**config.mk**
```make
export PLATFORM = sky130hd
export DESIGN_NAME = xoro_mem_arbiter
export DESIGN_NICKNAME = d
export VERILOG_FILES = /design/src/rtl/xoro_pkg.sv /design/src/rtl/xoro_rr_pick.sv /design/src/rtl/xoro_mem_arbiter.sv
export SDC_FILE = /design/constraint.sdc
export NUM_CORES = 1
export LEC_CHECK = 0
export CAP_MARGIN = 30
export CORE_AREA = 5 5 116 118
export CTS_CLUSTER_SIZE = 16
export DETAILED_ROUTE_END_ITERATION = 7
export DIE_AREA = 0 0 121 123
export PLACE_DENSITY = 0.7
export SYNTH_ARGS = -nofsm -noshare
export SYNTH_HDL_FRONTEND = slang
export SYNTH_HIERARCHICAL = 1
export SYNTH_SLANG_ARGS = --single-unit
```
**constraint.sdc**
```tcl
create_clock -name clk -period 2.51 [get_ports clk]
set_clock_uncertainty 0.1 [all_clocks]
set_input_delay 0.3765 -clock clk [delete_from_list [all_inputs] [get_ports clk]]
set_output_delay 0.3765 -clock clk [all_outputs]
set_load 0.01 [all_outputs]
```
**src/rtl/xoro_pkg.sv**
```systemverilog
// Shared types and constants for the xoro memory-bus arbiter.
package xoro_pkg;
  localparam int ADDR_W = 32;
  localparam int DATA_W = 32;
  localparam int STRB_W = 4;
  localparam logic [DATA_W-1:0] ERR_DATA_DEF = 32'hDEAD_BEEF;

  typedef enum logic [1:0] {IDLE, BUSY, DONE} state_t;

  typedef struct packed {
    logic [ADDR_W-1:0] addr;
    logic [DATA_W-1:0] wdata;
    logic [STRB_W-1:0] wstrb;
  } bus_req_t;
endpackage

```
**src/rtl/xoro_rr_pick.sv**
```systemverilog
// Combinational 2-way round-robin selector: on a tie the requester that
// was not granted last wins.
module xoro_rr_pick (
  input  logic [1:0] req,
  input  logic       last,
  output logic       grant_valid,
  output logic       grant_idx
);
  always_comb begin
    grant_valid = |req;
    grant_idx   = req[1];
    if (&req) grant_idx = ~last;
  end
endmodule

```
**src/rtl/xoro_mem_arbiter.sv**
```systemverilog
// Two-master round-robin arbiter for the native memory bus, with a
// watchdog that aborts transfers the slave never acknowledges.
module xoro_mem_arbiter
  import xoro_pkg::*;
#(
  parameter int                TIMEOUT  = 255,
  parameter logic [DATA_W-1:0] ERR_DATA = ERR_DATA_DEF
) (
  input  logic        clk,
  input  logic        reset,
  input  logic        m0_valid,
  input  logic [31:0] m0_addr,
  input  logic [31:0] m0_wdata,
  input  logic [3:0]  m0_wstrb,
  output logic        m0_ready,
  output logic [31:0] m0_rdata,
  input  logic        m1_valid,
  input  logic [31:0] m1_addr,
  input  logic [31:0] m1_wdata,
  input  logic [3:0]  m1_wstrb,
  output logic        m1_ready,
  output logic [31:0] m1_rdata,
  output logic        s_valid,
  output logic [31:0] s_addr,
  output logic [31:0] s_wdata,
  output logic [3:0]  s_wstrb,
  input  logic        s_ready,
  input  logic [31:0] s_rdata,
  output logic        timeout_err
);
  localparam logic [15:0] WD_LAST = 16'(TIMEOUT - 1);

  state_t      state, state_nx;
  logic        owner, owner_nx;
  logic        last, last_nx;
  logic [15:0] wdog, wdog_nx;
  bus_req_t    req0, req1, req_own;
  logic        own_valid, grant_valid, grant_idx;
  logic        done_ok, done_to, done;

  assign req0      = {m0_addr, m0_wdata, m0_wstrb};
  assign req1      = {m1_addr, m1_wdata, m1_wstrb};
  assign req_own   = owner ? req1 : req0;
  assign own_valid = owner ? m1_valid : m0_valid;

  xoro_rr_pick u_pick (
    .req         ({m1_valid, m0_valid}),
    .last        (last),
    .grant_valid (grant_valid),
    .grant_idx   (grant_idx)
  );

  always_ff @(posedge clk) begin
    if (reset) begin
      state <= IDLE;
      owner <= 1'b0;
      last  <= 1'b1;
      wdog  <= '0;
    end else begin
      state <= state_nx;
      owner <= owner_nx;
      last  <= last_nx;
      wdog  <= wdog_nx;
    end
  end

  always_comb begin
    state_nx = state;
    owner_nx = owner;
    last_nx  = last;
    wdog_nx  = wdog;
    s_valid  = 1'b0;
    s_addr   = '0;
    s_wdata  = '0;
    s_wstrb  = '0;
    done_ok  = 1'b0;
    done_to  = 1'b0;
    case (state)
      IDLE: begin
        if (grant_valid) begin
          owner_nx = grant_idx;
          last_nx  = grant_idx;
          wdog_nx  = '0;
          state_nx = BUSY;
        end
      end
      BUSY: begin
        s_valid = own_valid;
        s_addr  = req_own.addr;
        s_wdata = req_own.wdata;
        s_wstrb = req_own.wstrb;
        // A master withdrawing its request is abandoned silently; a real
        // slave acknowledge beats a watchdog expiry in the same cycle.
        if (!own_valid) begin
          state_nx = IDLE;
        end else if (s_ready) begin
          done_ok  = 1'b1;
          state_nx = DONE;
        end else if (wdog == WD_LAST) begin
          done_to  = 1'b1;
          state_nx = DONE;
        end else begin
          wdog_nx = wdog + 16'd1;
        end
      end
      DONE:    state_nx = IDLE;
      default: state_nx = IDLE;
    endcase
  end

  assign done        = (done_ok | done_to) & ~reset;
  assign m0_ready    = done & ~owner;
  assign m1_ready    = done & owner;
  assign timeout_err = done_to & ~reset;
  assign m0_rdata    = (done_to && !owner) ? ERR_DATA : s_rdata;
  assign m1_rdata    = (done_to && owner)  ? ERR_DATA : s_rdata;
endmodule

```
Word-level counts from Yosys, hierarchy flattened
Index checks and enable logic that the tools add are counted.
{"block": "totals", "ff_bits": 20, "latch_bits": 0, "mem_bits_rw": 0, "mem_bits_ro": 0, "in_bits": 173, "output_inout_bits": 136, "elab_cells": 56, "mem_count": 0}
{"block": "classes", "n_addsub": 1, "multipliers": 0, "n_div": 0, "magnitude_cmp": 0, "n_eq_ne": 7, "shifts": 0, "mux": 26, "n_bitwise": 8, "reduce_logical": 10}
{"operator": "2-to-1 mux 32 bit", "n": 4}
{"operator": "2-to-1 mux 68 bit", "n": 1}
{"operator": "2-to-1 mux 16 bit", "n": 4}
{"operator": "case mux 16 bit (2 select lines)", "n": 1}
{"operator": "adder 16 x 1 -> 16 bit (second input constant)", "n": 1}
{"operator": "equality test 16 x 8 -> 1 bit (second input constant)", "n": 1}
{"operator": "2-to-1 mux 1 bit", "n": 10}
{"operator": "2-to-1 mux 2 bit", "n": 4}
{"operator": "!= test 2 bit (second input constant)", "n": 4}
{"operator": "AND reduction 2 bit", "n": 3}
{"operator": "AND reduction 5 bit", "n": 1}
{"operator": "AND 1 bit", "n": 4}
{"operator": "2-to-1 mux 4 bit", "n": 1}
{"operator": "!= test 4 bit (second input constant)", "n": 1}
{"operator": "case mux 2 bit (2 select lines)", "n": 1}
{"operator": "NOT 1 bit", "n": 3}
{"operator": "equality test 2 x 1 -> 1 bit (second input constant)", "n": 1}
{"operator": "logical AND 1 bit", "n": 2}
{"operator": "logical NOT 2 bit", "n": 1}
{"operator": "nonzero test 2 bit", "n": 1}
{"operator": "OR reduction 2 bit", "n": 1}
{"operator": "logical NOT 1 bit", "n": 1}
{"operator": "bitwise OR 1 bit", "n": 1}

Longest topological paths before layout
{"block": "logic_depth", "ltp_word": 8, "mapped_depth": 8, "ltp_nobuf": 6}

Modules after synthesis
Netlist, hierarchy kept.
{"module": "xoro_mem_arbiter", "n_inst": 1, "cells_each": 367, "area_per_inst_um2": 2637.5, "seq_area_each_um2": 400.4}
{"module": "xoro_rr_pick", "n_inst": 1, "cells_each": 2, "area_per_inst_um2": 13.8, "seq_area_each_um2": 0.0}

Worst setup path before layout
Ideal clock, no wire load.
{"block": "synth_timing", "path_kind": "register to output", "startpoint": "register wdog[9]", "endpoint": "output port m0_rdata[0]", "arrival_time_ps": 2025, "t_required_ps": 2034, "path_slack_ps": 9, "path_stages_with_launch": 7, "path_buffers": 2, "cell_sequence": "dfxtp_1 > or4_1 > or4_4 > buf_6 > nor3_4 > buf_6 > or2_1"}
{"block": "synth_between", "elab_chain_len": 7}
{"item": "from (decl)", "line": "xoro_mem_arbiter.sv:36", "source": "logic [15:0] wdog, wdog_nx;"}
{"item": "from (signal assigned)", "line": "xoro_mem_arbiter.sv:63", "source": "wdog <= wdog_nx;"}
{"item": "equality test 16 x 8 -> 1 bit", "line": "xoro_mem_arbiter.sv:99", "source": "end else if (wdog == WD_LAST) begin"}
{"item": "2-to-1 mux 1 bit", "line": "xoro_mem_arbiter.sv:99"}
{"item": "2-to-1 mux 1 bit", "line": "xoro_mem_arbiter.sv:96", "source": "end else if (s_ready) begin"}
{"item": "2-to-1 mux 1 bit", "line": "xoro_mem_arbiter.sv:94", "source": "if (!own_valid) begin"}
{"item": "2-to-1 mux 1 bit", "line": "xoro_mem_arbiter.sv:78", "source": "case (state)"}
{"item": "logical AND 1 bit", "line": "xoro_mem_arbiter.sv:115", "source": "assign m0_rdata = (done_to && !owner) ? ERR_DATA : s_rdata;"}
{"item": "2-to-1 mux 32 bit", "line": "xoro_mem_arbiter.sv:115"}
{"item": "to (decl)", "line": "xoro_mem_arbiter.sv:16", "source": "output logic [31:0] m0_rdata,"}
No other way between the ends.

Final worst setup path
{"block": "layout_timing", "startpoint": "register wdog[11]", "endpoint": "output port m0_rdata[27]"}
The elaborated chain is that of the path after synthesis.

==> insert_results.sql <==
INSERT INTO impl_metrics (metric_group, metric, value, unit) VALUES
('status', 'status', 'finished, violations left', ''),
('status', 'violations', 'setup timing', ''),
('global_route', 'grt_pass1_wl', '21.5', 'mm'),
('floorplanning', 'die_x', '121', 'um'),
('floorplanning', 'core-area', '0.0124', 'mm^2'),
('cts', 'cts.sink_count', '20', ''),
('yosys', 'synthFlopType', 'sky130_fd_sc_hd__dfxtp_1', ''),
('final_layout', 'area_of_the_multi_input_gates', '0.00229', 'mm^2'),
('pwr', 'total_power', '1.66', 'mW'),
('critical_path', 'worst_setup_path_start_kind', 'flop', ''),
('critical_path', 'timing.critical_path.required', '2030', 'ps'),
('placed_design', 'detailed_place_hpwl', '12.6', 'mm'),
('route', 'post-route-drc-count', '0', ''),
('final_layout', 'register_area', '408', 'um^2'),
('cts', 'cts_buffers', '3', ''),
('global_route', 'grt_antenna_before_repair', '0', ''),
('cts', 'root_buffer', 'sky130_fd_sc_hd__clkbuf_16', ''),
('yosys', 'ys.warnings.count', '6', ''),
('yosys', 'synth.distinct_cells', '46', ''),
('placed_design', 'global_placement_routability_congestion', '0.910', ''),
('worst_hold_path', 'worst_hold_path_type', 'flop to flop', ''),
('global_route', 'grt.total_usage', '18.2', '%'),
('global_route', 'overflow_after_grt', '0', ''),
('yosys', 'netlist_area', '0.00265', 'mm^2'),
('final_layout', 'nets', '887', ''),
('pwr', 'combinationalPowerShare', '57.9', '%'),
('timing', 'max_slew_violation_count', '0', ''),
('route', 'ant_nets', '0', ''),
('pwr', 'power.ir.vdd_worst', '0.183', 'mV'),
('timing', 'finalHoldViolations', '0', ''),
('timing', 'period_needed', '2800', 'ps'),
('pwr', 'seq_power_share', '20.0', '%'),
('yosys', 'postSynthCellCount', '369', ''),
('route', 'detail_route.wirelength', '15.7', 'mm'),
('cts', 'cts-root-to-sink-buffers', '2', ''),
('flow_run', 'maxCapViolations', '0', ''),
('yosys', 'synth_seq_cells', '20', ''),
('floorplanning', 'floorplan.io_pins', '309', ''),
('route', 'first_iter_violations', '174', ''),
('critical_path', 'arrival', '2330', 'ps'),
('cts', 'tritoncts', 'yes', ''),
('cts', 'cts_hold_buffers', '0', ''),
('timing', 'rsz0062_at_grt', 'true', ''),
('route', 'avgViaCountPerCell', '4.58', ''),
('pwr', 'internal_power', '1.16', 'mW'),
('yosys', 'most_common_cell_in_the_netlist', 'sky130_fd_sc_hd__nor2_1', ''),
('timing', 'finalSetupViolations', '67', ''),
('yosys', 'ys_top_cells_by_count', '75 x sky130_fd_sc_hd__nor2_1, 69 x sky130_fd_sc_hd__mux2i_1, 25 x sky130_fd_sc_hd__nand2b_1, 25 x sky130_fd_sc_hd__or2_1, 20 x sky130_fd_sc_hd__dfxtp_1', ''),
('timing', 'relSlewSlack', '69.6', '%'),
('timing', 'final_critical_path_setup_slack', '-295', 'ps'),
('yosys', 'yosys.area.top_type_share', '26.1', '%'),
('critical_path', 'setup.worst_path.class', 'flop to output pin', ''),
('yosys', 'post_synth.cell_area_avg', '7.19', 'um^2'),
('global_route', 'vias_in_the_first_global_route', '3997', ''),
('placed_design', 'port_buffers', '308', ''),
('critical_path', 'worst-path-max-fanout', '8', ''),
('route', 'drt-wirelength-per-cell', '17.7', 'um'),
('yosys', 'synthesis.nets', '544', ''),
('pwr', 'clock_power_share', '22.1', '%'),
('final_layout', 'antenna-diode-count', '0', ''),
('timing', 'clock.fmax', '357', 'MHz'),
('final_layout', 'filler_cell_count', '1124', ''),
('cts', 'cts.reportedPaths.clkPinSlew', '60', 'ps'),
('cts', 'worst_skew_pair.late_latency', '260', 'ps'),
('cts', 'ctsHtreeMaxLevel', '1', ''),
('global_route', 'grt_max_degree', '74', ''),
('final_layout', 'final_layout_size_suffix_gt1_share', '23.9', '%'),
('pwr', 'power.switching', '0.499', 'mW'),
('yosys', 'synth.yosys.seq_area_share', '15.1', '%'),
('pwr', 'leak_pwr', '2.65', 'nW'),
('timing', 'finalHoldWorstSlack', '373', 'ps');
power by group through the flow:
stage	Sequential (mW)	Clock [mW]	Combinational (mW)
floorplan	0.334	0	0.330
global placement	0.337	0	0.949
detailed placement	0.337	0	0.957
CTS	0.331	0.374	0.942
global route	0.333	0.389	1.02
finish	0.332	0.367	0.960
kinds of logic after synthesis:
group           share of synthesized area (%)
compound gates                           10.5
mux                                      26.5
fa+ha+maj                               0.944
buf+inv                                  5.57
simple gates                             41.4
flops                                    15.1
layout make-up:
class,instances,area share (%)
Inverter,3,0.173
Timing Repair Buffer,366,53.8
Tap cell,172,3.30
Clock buffer,4,1.36
Sequential cell,20,6.25
Multi-Input combinational cell,318,35.1
critical path: stages, from the launching register on:
cell,delay [ps]
sky130_fd_sc_hd__dfxtp_2,320
sky130_fd_sc_hd__or4b_4,570
sky130_fd_sc_hd__or4_4,520
sky130_fd_sc_hd__nor3_4,180
sky130_fd_sc_hd__buf_6,150
sky130_fd_sc_hd__buf_12,110
sky130_fd_sc_hd__or2_1,90
sky130_fd_sc_hd__buf_2,120
registers in the layout, summed over array words and instances, names as in the netlist:
| signal | count |
|---|---|
| wdog | 16 |
| state | 2 |
| last | 1 |
| owner | 1 |
timing repair:
| item | 4_1_cts | 5_1_grt |
|---|---|---|
| gates resized for setup | 164 | 167 |
| setup endpoints to repair | 136 | 95 |
| pin swaps | 5 | 20 |
| cloned | 3 | 3 |
| setup buffers | 7 | 6 |
| hold endpoints to repair | 0 | 0 |
metrics by stage:
stage	utilization, %	cells	setup TNS, ps	setup WS, ps	area (um^2)
after floorplan	-	369	0	8.87	2650
after global placement	50.0	865	-16610	-334	6190
after detailed placement	50.0	865	-18900	-389	6190
after CTS	51.1	879	-22190	-440	6320
after global routing	52.7	883	-18470	-370	6520
final	52.7	883	-14310	-295	6520
worst paths after layout:
path | slack, ps | cells past startpoint | start | to
worst min-delay path | 370 | 2 | last$_SDFFE_PP1P_ | last$_SDFFE_PP1P_
worst max register to register | 130 | 7 | wdog[11]$_SDFFE_PP0P_ | wdog[1]$_SDFFE_PP0P_
worst min register to register | 370 | 2 | last$_SDFFE_PP1P_ | last$_SDFFE_PP1P_
worst max-delay path | -290 | 7 | wdog[11]$_SDFFE_PP0P_ | m0_rdata[27]
routing by layer:
| layer | wire (um) | track usage (%) | vias to the layer above |
|---|---|---|---|
| li1 | - | - | 1980 |
| met1 | 5530 | 19.5 | 1801 |
| met2 | 8230 | 34.2 | 240 |
| met3 | 1440 | 5.08 | 27 |
| met4 | 475 | 6.23 | 0 |
| met5 | 0 | 0 | - |
cells in the final DEF, fill, tap and decap left out, types with 3 or more instances in the layout:
master                            synthesis  routed
sky130_fd_sc_hd__clkdlybuf4s50_1          0     240
sky130_fd_sc_hd__nor2_1                  75      74
sky130_fd_sc_hd__mux2i_1                 69      69
sky130_fd_sc_hd__buf_2                    1      40
sky130_fd_sc_hd__buf_4                    0      40
sky130_fd_sc_hd__buf_6                    4      36
sky130_fd_sc_hd__or2_1                   25      25
sky130_fd_sc_hd__dfxtp_1                 20      16
sky130_fd_sc_hd__nand2_1                 13      13
sky130_fd_sc_hd__nand2b_4                 0      12
sky130_fd_sc_hd__nand2b_1                25      12
sky130_fd_sc_hd__nand3_1                 13      12
sky130_fd_sc_hd__nor2b_1                 11       9
sky130_fd_sc_hd__nand4_1                  7       7
sky130_fd_sc_hd__and2_4                   0       7
sky130_fd_sc_hd__a21oi_1                  7       7
sky130_fd_sc_hd__o21ai_0                  6       6
sky130_fd_sc_hd__o211ai_1                 5       5
sky130_fd_sc_hd__a31oi_1                  5       5
sky130_fd_sc_hd__clkbuf_16                0       5
sky130_fd_sc_hd__nor3_1                   5       4
sky130_fd_sc_hd__and4_1                   4       4
sky130_fd_sc_hd__inv_1                    3       3
sky130_fd_sc_hd__nor3b_1                  3       3
sky130_fd_sc_hd__o31ai_1                  3       3
sky130_fd_sc_hd__or4_1                    4       3
sky130_fd_sc_hd__a211oi_1                 3       3
sky130_fd_sc_hd__buf_12                   0       3
sky130_fd_sc_hd__dfxtp_2                  0       3
Note: power is estimated with default switching activity, not from simulation.
